<file path="config.mk">
export PLATFORM = sky130hd
export DESIGN_NAME = sram_apb_ctrl
export DESIGN_NICKNAME = d
export VERILOG_FILES = /design/src/rtl/sram_apb_pkg.sv /design/src/rtl/sram_rd_timer.sv /design/src/rtl/sram_apb_ctrl.sv
export SDC_FILE = /design/constraint.sdc
export NUM_CORES = 1
export LEC_CHECK = 0
export ABC_AREA = 1
export BUFFER_PORTS_ARGS = -buffer_cell sky130_fd_sc_hd__buf_2
export CAP_MARGIN = 10
export CORE_ASPECT_RATIO = 1.2
export CORE_UTILIZATION = 49
export CTS_BUF_LIST = sky130_fd_sc_hd__clkbuf_2 sky130_fd_sc_hd__clkbuf_4 sky130_fd_sc_hd__clkbuf_8
export DETAILED_ROUTE_END_ITERATION = 7
export PLACE_DENSITY = 0.88
export REMOVE_ABC_BUFFERS = 1
export SLEW_MARGIN = 20
export SYNTH_ARGS = -nofsm -noshare
export SYNTH_HDL_FRONTEND = slang
export SYNTH_SLANG_ARGS = --single-unit
</file>
<file path="constraint.sdc">
create_clock -name clk -period 1.9 [get_ports clk]
set_clock_uncertainty 0.2 [all_clocks]
set_input_delay 0.095 -clock clk [delete_from_list [all_inputs] [get_ports clk]]
set_output_delay 0.095 -clock clk [all_outputs]
set_load 0.05 [all_outputs]
</file>
<file path="src/rtl/sram_apb_pkg.sv">
// sram_apb_pkg: shared FSM state type and constants for the APB-to-SRAM
// sequencer (optional error reporting: SRAM_APB_ERR_EN).
package sram_apb_pkg;

    typedef enum logic [2:0] {
        IDLE,
        WR,
        RD,
        RWAIT,
        RESP
    } state_t;

    localparam int DEF_SRAM_DEPTH = 160;
    localparam int IDX_MSB        = 9;
    localparam int IDX_LSB        = 2;
    localparam int IDX_W          = IDX_MSB - IDX_LSB + 1;
    localparam int TMR_W          = 8;

endpackage

</file>
<file path="src/rtl/sram_rd_timer.sv">
// sram_rd_timer: counts cycles spent waiting for SRAM ready and flags
// the last permitted wait cycle.
module sram_rd_timer
    import sram_apb_pkg::*;
#(
    parameter int LIMIT = 8
) (
    input  logic clk,
    input  logic rst,
    input  logic i_clr,
    input  logic i_en,
    output logic o_expired
);

    localparam logic [TMR_W-1:0] LAST = TMR_W'(LIMIT - 1);

    logic [TMR_W-1:0] r_cnt;

    // wait-cycle counter, cleared when a read strobe is issued
    always_ff @(posedge clk or negedge rst) begin
        if (!rst) begin
            r_cnt <= '0;
        end else if (i_clr) begin
            r_cnt <= '0;
        end else if (i_en) begin
            r_cnt <= r_cnt + TMR_W'(1);
        end
    end

    assign o_expired = i_en && (r_cnt == LAST);

endmodule

</file>
<file path="src/rtl/sram_apb_ctrl.sv">
// sram_apb_ctrl: APB slave turning each transfer into one SRAM strobe.
// Define SRAM_APB_ERR_EN to report range/timeout errors on pslverr.
module sram_apb_ctrl
    import sram_apb_pkg::*;
#(
    parameter int APB_ADDR_WIDTH = 12,
    parameter int SRAM_DEPTH     = DEF_SRAM_DEPTH,
    parameter int RD_TIMEOUT     = 8
) (
    input  logic                      clk,
    input  logic                      rst,
    input  logic                      psel,
    input  logic                      penable,
    input  logic                      pwrite,
    input  logic [APB_ADDR_WIDTH-1:0] paddr,
    input  logic [31:0]               pwdata,
    output logic [31:0]               prdata,
    output logic                      pready,
    output logic                      pslverr,
    output logic                      we_n,
    output logic                      read_n,
    output logic [APB_ADDR_WIDTH-1:0] w_addr,
    output logic [APB_ADDR_WIDTH-1:0] r_addr,
    output logic [31:0]               write_data,
    input  logic                      ry,
    input  logic [31:0]               sram_rdata
);

    localparam logic [IDX_W:0] DEPTH_L = (IDX_W+1)'(SRAM_DEPTH);

    state_t                    r_state;
    state_t                    w_next;
    logic [IDX_W-1:0]          w_idx;
    logic [APB_ADDR_WIDTH-1:0] w_idx_ext;
    logic                      w_in_range;
    logic                      w_ld_wr;
    logic                      w_ld_rd;
    logic                      w_cap;
    logic                      w_zero;
    logic                      w_err;
    logic                      w_tmr_clr;
    logic                      w_tmr_en;
    logic                      w_expired;
    logic [31:0]               r_prdata;
    logic                      r_pready;
    logic                      r_pslverr;
    logic [APB_ADDR_WIDTH-1:0] r_waddr;
    logic [APB_ADDR_WIDTH-1:0] r_raddr;
    logic [31:0]               r_wdata;

    assign w_idx      = paddr[IDX_MSB:IDX_LSB];
    assign w_idx_ext  = {{(APB_ADDR_WIDTH-IDX_W){1'b0}}, w_idx};
    assign w_in_range = (paddr[APB_ADDR_WIDTH-1:IDX_MSB+1] == '0)
                        && ({1'b0, w_idx} < DEPTH_L);

    sram_rd_timer #(
        .LIMIT(RD_TIMEOUT)
    ) u_timer (
        .clk      (clk),
        .rst      (rst),
        .i_clr    (w_tmr_clr),
        .i_en     (w_tmr_en),
        .o_expired(w_expired)
    );

    // state register
    always_ff @(posedge clk or negedge rst) begin
        if (!rst) begin
            r_state <= IDLE;
        end else begin
            r_state <= w_next;
        end
    end

    // next state and datapath controls
    always_comb begin
        w_next    = r_state;
        w_ld_wr   = 1'b0;
        w_ld_rd   = 1'b0;
        w_cap     = 1'b0;
        w_zero    = 1'b0;
        w_err     = 1'b0;
        w_tmr_clr = 1'b0;
        w_tmr_en  = 1'b0;
        unique case (r_state)
            IDLE: begin
                if (psel && penable) begin
                    if (!w_in_range) begin
                        w_next = RESP;
                        w_err  = 1'b1;
                        w_zero = !pwrite;
                    end else if (pwrite) begin
                        w_next  = WR;
                        w_ld_wr = 1'b1;
                    end else begin
                        w_next  = RD;
                        w_ld_rd = 1'b1;
                    end
                end
            end
            WR: w_next = RESP;
            RD: begin
                w_next    = RWAIT;
                w_tmr_clr = 1'b1;
            end
            RWAIT: begin
                if (ry) begin
                    w_cap  = 1'b1;
                    w_next = RESP;
                end else begin
                    w_tmr_en = 1'b1;
                    if (w_expired) begin
                        w_zero = 1'b1;
                        w_err  = 1'b1;
                        w_next = RESP;
                    end
                end
            end
            RESP: w_next = IDLE;
            default: w_next = IDLE;
        endcase
    end

    // registered APB response and SRAM address/data holding
    always_ff @(posedge clk or negedge rst) begin
        if (!rst) begin
            r_prdata  <= '0;
            r_pready  <= 1'b0;
            r_pslverr <= 1'b0;
            r_waddr   <= '0;
            r_raddr   <= '0;
            r_wdata   <= '0;
        end else begin
            r_pready <= (w_next == RESP);
`ifdef SRAM_APB_ERR_EN
            r_pslverr <= w_err;
`else
            r_pslverr <= 1'b0;
`endif
            if (w_ld_wr) begin
                r_waddr <= w_idx_ext;
                r_wdata <= pwdata;
            end
            if (w_ld_rd) begin
                r_raddr <= w_idx_ext;
            end
            if (w_cap) begin
                r_prdata <= sram_rdata;
            end else if (w_zero) begin
                r_prdata <= '0;
            end
        end
    end

`ifdef SRAM_APB_ERR_EN
    logic w_unused;
    assign w_unused = ^paddr[IDX_LSB-1:0];
`else
    logic w_unused;
    assign w_unused = ^{paddr[IDX_LSB-1:0], w_err};
`endif

    assign we_n       = (r_state != WR);
    assign read_n     = (r_state != RD);
    assign prdata     = r_prdata;
    assign pready     = r_pready;
    assign pslverr    = r_pslverr;
    assign w_addr     = r_waddr;
    assign r_addr     = r_raddr;
    assign write_data = r_wdata;

endmodule

</file>
==> impl_metrics.toml, run 1 <==
[die]
die-area_mm2 = 0.00862
die-height_um = 101
io_pins = 174
die_w_um = 84.9
rows = 35
coreArea_mm2 = 0.00784
start_util_pct = 51.6

[layout]
fin_cells = 782
drive_gt1_share_pct = 29.9
final_nets = 769
design_area_mm2 = 0.00580
final_cell_mix = "nand2_1, buf_2, dfrtp_1, dlygate4sd3_1, nand4_1"
fill_cells = 542
multi_input_area_mm2 = 0.00147
seqCellArea_mm2 = 0.00230
antenna-diode-count = 0
final_common_cell = "nand2_1"
area_growth_pct = 43.6
postLayoutCoreUtil_pct = 74.0

[timing]
fin_tns_setup_ns = 0
maxSlewViolCount = 0
slew_headroom_pct = 64.1
setup_viol = 0
post-route-period-util_pct = 94.1
tightest_slew_ns = 0.538
max_freq_mhz = 560
finalCriticalPeriod_ns = 1.79
rsz0062_at_grt = "no"
hold_viol = 0

[global_route]
grt_max_degree = 93
grt_pass1_vias = 4110
grt_first_pass_wirelength_mm = 19.0
grt.overflow.total = 0
grtUsageTotal_pct = 28.6
antenna_found_initial = 0

[detailed_routing]
via_per_inst = 5.21
drc = 5
first_pass_iters = 7
drtAntennaViolNets = 0
num_vias = 4073
drt_wl_total_mm = 12.0
drt_iter0_drc = 271
routedWlPerCell_um = 15.4

[critical_path]
arrival_ns = 1.82
worstPathRequired_ns = 1.93
worstSetupPathType = "reg2reg"
startpoint_type = "flop"
endpoint_kind = "flop"
crit_fanout = 16

[synthesis]
syn_area_mm2 = 0.00404
syn_avg_cell_area_um2 = 8.90
yosysSeqAreaShare_pct = 57.0
ys_warn_count = 0
syn_inst = 454
ys_ff_latch = 92
synthDistinctLibCells = 28

[run]
drv_cap = 0

[clocking]
clkTransAtPathRegs_ns = 0.09
cts_tree = "built"
htreeDepth = 3
clock_latency_ns = 0.35
cts_setup_buffers = 0
numCtsBuffers = 9
max-clock-path-buffers = 2
cts_root_buffer = "clkbuf_8"
cts_sinks = 92

[power]
p_per_area_mw_per_mm2 = 1250
leakagePower_nw = 3.43
max-vdd-ir-drop_uv = 884
power_w = 0.00727

[placed_design]
dp_hpwl_mm = 6.82
place_inst = 691
numPortBuffers = 162
placed_cell_area_mm2 = 0.00481
gp_congestion = 0.856

[worst_hold_path]
hold_class = "in2reg"

[run_status]
run_status = "finished, violations left"
violations = "design-rule violations"
-- layout make-up --
type	count	share of cell area, %
well taps	92	1.98
multi-input cells	321	25.3
clock buffers	11	2.39
inverters	21	1.42
clock inverters	4	1.29
repair buffers	241	27.9
flip-flops and latches	92	39.7
-- through the flow --
step | hold WS, ns | setup slack (ns)
floorplan | -0.401 | 0.165
global placement | -0.0268 | 0.147
detailed placement | -0.0225 | 0.0656
CTS | 0.0233 | 0.0342
global route | 0.0842 | 0.00112
finish | 0.0275 | 0.113
-- power breakdown --
group	switching (W)	total, W	internal (W)	leakage (nW)
logic	0.00239	0.00310	0.000710	2.10
registers	0.000306	0.00275	0.00244	1.24
clock network	0.000656	0.00142	0.000764	0.102
-- flip-flops by register name, indices dropped and copies added (netlist names) --
signal and cells:
prdata 32, write_data 32, r_addr 8, u_timer.r_cnt 8, w_addr 8, r_state 3, pready 1
-- cell families (layout without fill, tap and decap cells) --
group / Yosys count / after routing / share of synthesized area (%)
and+or+nand+nor: 297 / 298 / 32.7
DFF: 92 / 92 / 57.0
buffers and inverters: 50 / 277 / 7.99
AOI/OAI and AO/OA: 13 / 13 / 1.95
adders and majority gates: 1 / 1 / 0.310
other: 1 / 9 / 0.0928
-- Yosys cell counts (all sizes together) --
cell type	count	area [µm²]
inv	20	77.6
nand4	40	250
ha	1	12.5
nor3	1	5.00
o211ai	2	15.0
clkbuf	2	7.51
a21oi	1	5.00
o21bai	2	15.0
conb	1	3.75
nand2	239	935
buf	27	234
a22o	1	8.76
nor2	11	91.3
o21ai	7	35.0
clkinv	1	3.75
dfrtp	92	2300
nand3	6	40.0
-- routing by layer --
metal  GRT usage, %  up-vias  routed length, µm
li1               -     1893                  -
met1           31.7     1928               4370
met2           51.2      200               6430
met3           5.70       52                583
met4           17.7        0                631
met5              0        -                  0
-- critical path, stage by stage (launching register included) --
cell,delay [ns]
dfrtp_1,0.40
ha_1,0.25
nand3_1,0.15
nor2_4,0.24
nand2_4,0.18
nand4_1,0.16
nand2_1,0.07
-- repair_timing --
action	4_1_cts	5_1_grt
pin swaps	0	1
hold endpoints to repair	180	0
hold buffers	75	0
setup endpoints to repair	1	33
cloned	0	1
gates resized for setup	1	4
-- path summary, 6_finish.rpt --
check	end	cells after the start	slack, ns	from
setup / recovery	prdata[25]$_DFFE_PN0P_	6	0.11	u_timer.r_cnt[0]$_DFFE_PN0P_
hold / removal	r_state[2]$_DFF_PN0_	5	0.03	paddr[10]
max in group asynchronous	r_state[0]$_DFF_PN0_	3	1.01	rst
setup reg to reg	prdata[25]$_DFFE_PN0P_	6	0.11	u_timer.r_cnt[0]$_DFFE_PN0P_
hold reg to reg	w_addr[2]$_DFFE_PN0P_	2	0.27	w_addr[2]$_DFFE_PN0P_
min in group asynchronous	write_data[16]$_DFFE_PN0P_	3	0.10	rst
Power figures use the tool's default switching activity.
==> inputs of run 2 (changes only) <==
--- a/config.mk
+++ b/config.mk
@@ -8,7 +8,7 @@
 export ABC_AREA = 1
 export BUFFER_PORTS_ARGS = -buffer_cell sky130_fd_sc_hd__buf_2
 export CAP_MARGIN = 10
-export CORE_ASPECT_RATIO = 1.2
+export CORE_ASPECT_RATIO = 0.7
 export CORE_UTILIZATION = 49
 export CTS_BUF_LIST = sky130_fd_sc_hd__clkbuf_2 sky130_fd_sc_hd__clkbuf_4 sky130_fd_sc_hd__clkbuf_8
 export DETAILED_ROUTE_END_ITERATION = 7
==> run 2 against run 1 <==
Net effect:
- global-route usage shrank 0.29 points
- power grew 2.7%
- via count grew 1.5%
- first-iteration DRC count grew 5.2%
- critical path depth shrank 3
- setup slack lost 0.011 ns
- the run now ends clean
- sequential power is essentially flat
- utilization shrank 0.24 points
- fmax shrank 0.63%
- non-clock buffer count grew 3
- sequential share of layout area shrank 0.37 points
- hold slack lost 0.0034 ns
- critical path type is now reg2out
- critical endpoint is now read_n
==> impl_metrics.toml, run 2 (synthesis results as in run 1) <==
[die]
die_w_um = 111
die-height_um = 78.0
die-area_mm2 = 0.00862
rows = 27
coreArea_mm2 = 0.00794
start_util_pct = 50.9
io_pins = 174

[layout]
area_growth_pct = 45.0
final_nets = 771
final_cell_mix = "nand2_1, buf_2, dfrtp_1, dlygate4sd3_1, nand4_1"
final_common_cell = "nand2_1"
seqCellArea_mm2 = 0.00230
postLayoutCoreUtil_pct = 73.8
antenna-diode-count = 0
drive_gt1_share_pct = 29.9
fill_cells = 513
multi_input_area_mm2 = 0.00146

[clocking]
htreeDepth = 3
clock_latency_ns = 0.36
numCtsBuffers = 9
clkTransAtPathRegs_ns = 0.09
max-clock-path-buffers = 2
cts_root_buffer = "clkbuf_8"
cts_tree = "built"
cts_sinks = 92

[global_route]
grt_first_pass_wirelength_mm = 19.1
grt_pass1_vias = 3965
grt_max_degree = 42
grtUsageTotal_pct = 28.4
antenna_found_initial = 0
grt.overflow.total = 0

[timing]
rsz0062_at_grt = "no"
slew_headroom_pct = 46.6
finalWorstSetupSlack_ns = 0.101
maxSlewViolCount = 0
post-route-period-util_pct = 94.7
hold_viol = 0
setup_viol = 0
tightest_slew_ns = 0.798
max_freq_mhz = 556
fin_tns_setup_ns = 0
finalCriticalPeriod_ns = 1.80

[detailed_routing]
drt_wl_total_mm = 12.2
drc = 0
drtAntennaViolNets = 0
num_vias = 4134
first_pass_iters = 6
via_per_inst = 5.21
drt_iter0_drc = 285
routedWlPerCell_um = 15.4

[critical_path]
r2r-start = "u_timer.r_cnt[0]$_DFFE_PN0P_"
endpoint_kind = "output port"
rr_endpoint = "prdata[20]$_DFFE_PN0P_"
crit_fanout = 8
rr_worst_depth = 6
reg2reg_setup_slack_ns = 0.11
arrival_ns = 1.50
worstPathRequired_ns = 1.60
worstSetupPathType = "reg2out"
crit_buf_inv = 2
startpoint_type = "flop"
cp_top_family = "flip-flops"
cpMaxStageDelayCell = "dfrtp_1"
crit_chain = "nor3_2 -> clkinv_2 -> buf_2"
critical_path.max_stage_delay_ns = 0.45

[run]
drv_cap = 0

[worst_hold_path]
holdPathEnd = "r_state[2]$_DFF_PN0_"
min_from = "paddr[11]"
hold_depth = 5
hold_class = "in2reg"

[run_status]
run_status = "complete, no violations"

[placed_design]
numPortBuffers = 162
pre_cts_ws_ns = 0.0778
dp_hpwl_mm = 7.06
gp_congestion = 0.870

[power]
max-vdd-ir-drop_uv = 988
leakagePower_nw = 3.43
p_per_area_mw_per_mm2 = 1280
run 2: metrics by stage:
step           power, W  hold WS (ns)  area (µm²)  cells
2_1_floorplan   0.00490        -0.401        3830    433
3_3_place_gp    0.00562        -0.162        4830    701
3_5_place_dp    0.00570        -0.154        4830    701
4_1_cts         0.00741       0.00254        5840    794
5_1_grt         0.00777        0.0265        5860    794
6_report        0.00747        0.0241        5860    794
run 2: area by class of cell:
| class | count | share of cell area, % |
|---|---|---|
| well taps | 101 | 2.16 |
| inverters | 21 | 1.41 |
| clock buffers | 9 | 2.11 |
| flip-flops and latches | 92 | 39.3 |
| repair buffers | 244 | 28.1 |
| multi-input cells | 320 | 25.0 |
| clock inverters | 7 | 1.94 |
run 2: how the worst max path moves through the flow:
| stage | from | endpoint | slack, ns | depth (start not counted) |
|---|---|---|---|---|
| 2_1_floorplan | r_state[0]$_DFF_PN0_ | u_timer.r_cnt[5]$_DFFE_PN0P_ | 0.16 | 4 |
| 3_3_place_gp | u_timer.r_cnt[0]$_DFFE_PN0P_ | prdata[10]$_DFFE_PN0P_ | 0.14 | 6 |
| 3_5_place_dp | u_timer.r_cnt[0]$_DFFE_PN0P_ | prdata[20]$_DFFE_PN0P_ | 0.08 | 6 |
| 4_1_cts | r_state[0]$_DFF_PN0_ | read_n | 0.02 | 3 |
| 5_1_grt | u_timer.r_cnt[0]$_DFFE_PN0P_ | prdata[14]$_DFFE_PN0P_ | 0.003 | 6 |
| 6_report | r_state[0]$_DFF_PN0_ | read_n | 0.10 | 3 |
run 2: where the power goes:
group	internal [W]	switching, W	total (W)
clock	0.000872	0.000698	0.00157
combinational	0.000715	0.00242	0.00313
sequential	0.00244	0.000329	0.00277
run 2: layer usage:
| metal | GRT usage, % | share of wire, % |
|---|---|---|
| met1 | 34.0 | 39 |
| met2 | 49.4 | 49 |
| met3 | 7.89 | 8.9 |
| met4 | 9.73 | 2.8 |
| met5 | 0 | 0 |
run 2: worst min-delay path, stage by stage:
cell and delay, ns:
buf_2 0.07, nor2_1 0.03, nand2_1 0.11, inv_2 0.07, o211ai_1 0.16
run 2: timing repair:
item                                   4_1_cts  5_1_grt
endpoints found under the hold margin      181        0
buffers inserted                             0        0
setup endpoints to repair                    1       33
pin swaps                                    0        1
gates resized for setup                      1        3
hold buffers                                77        0
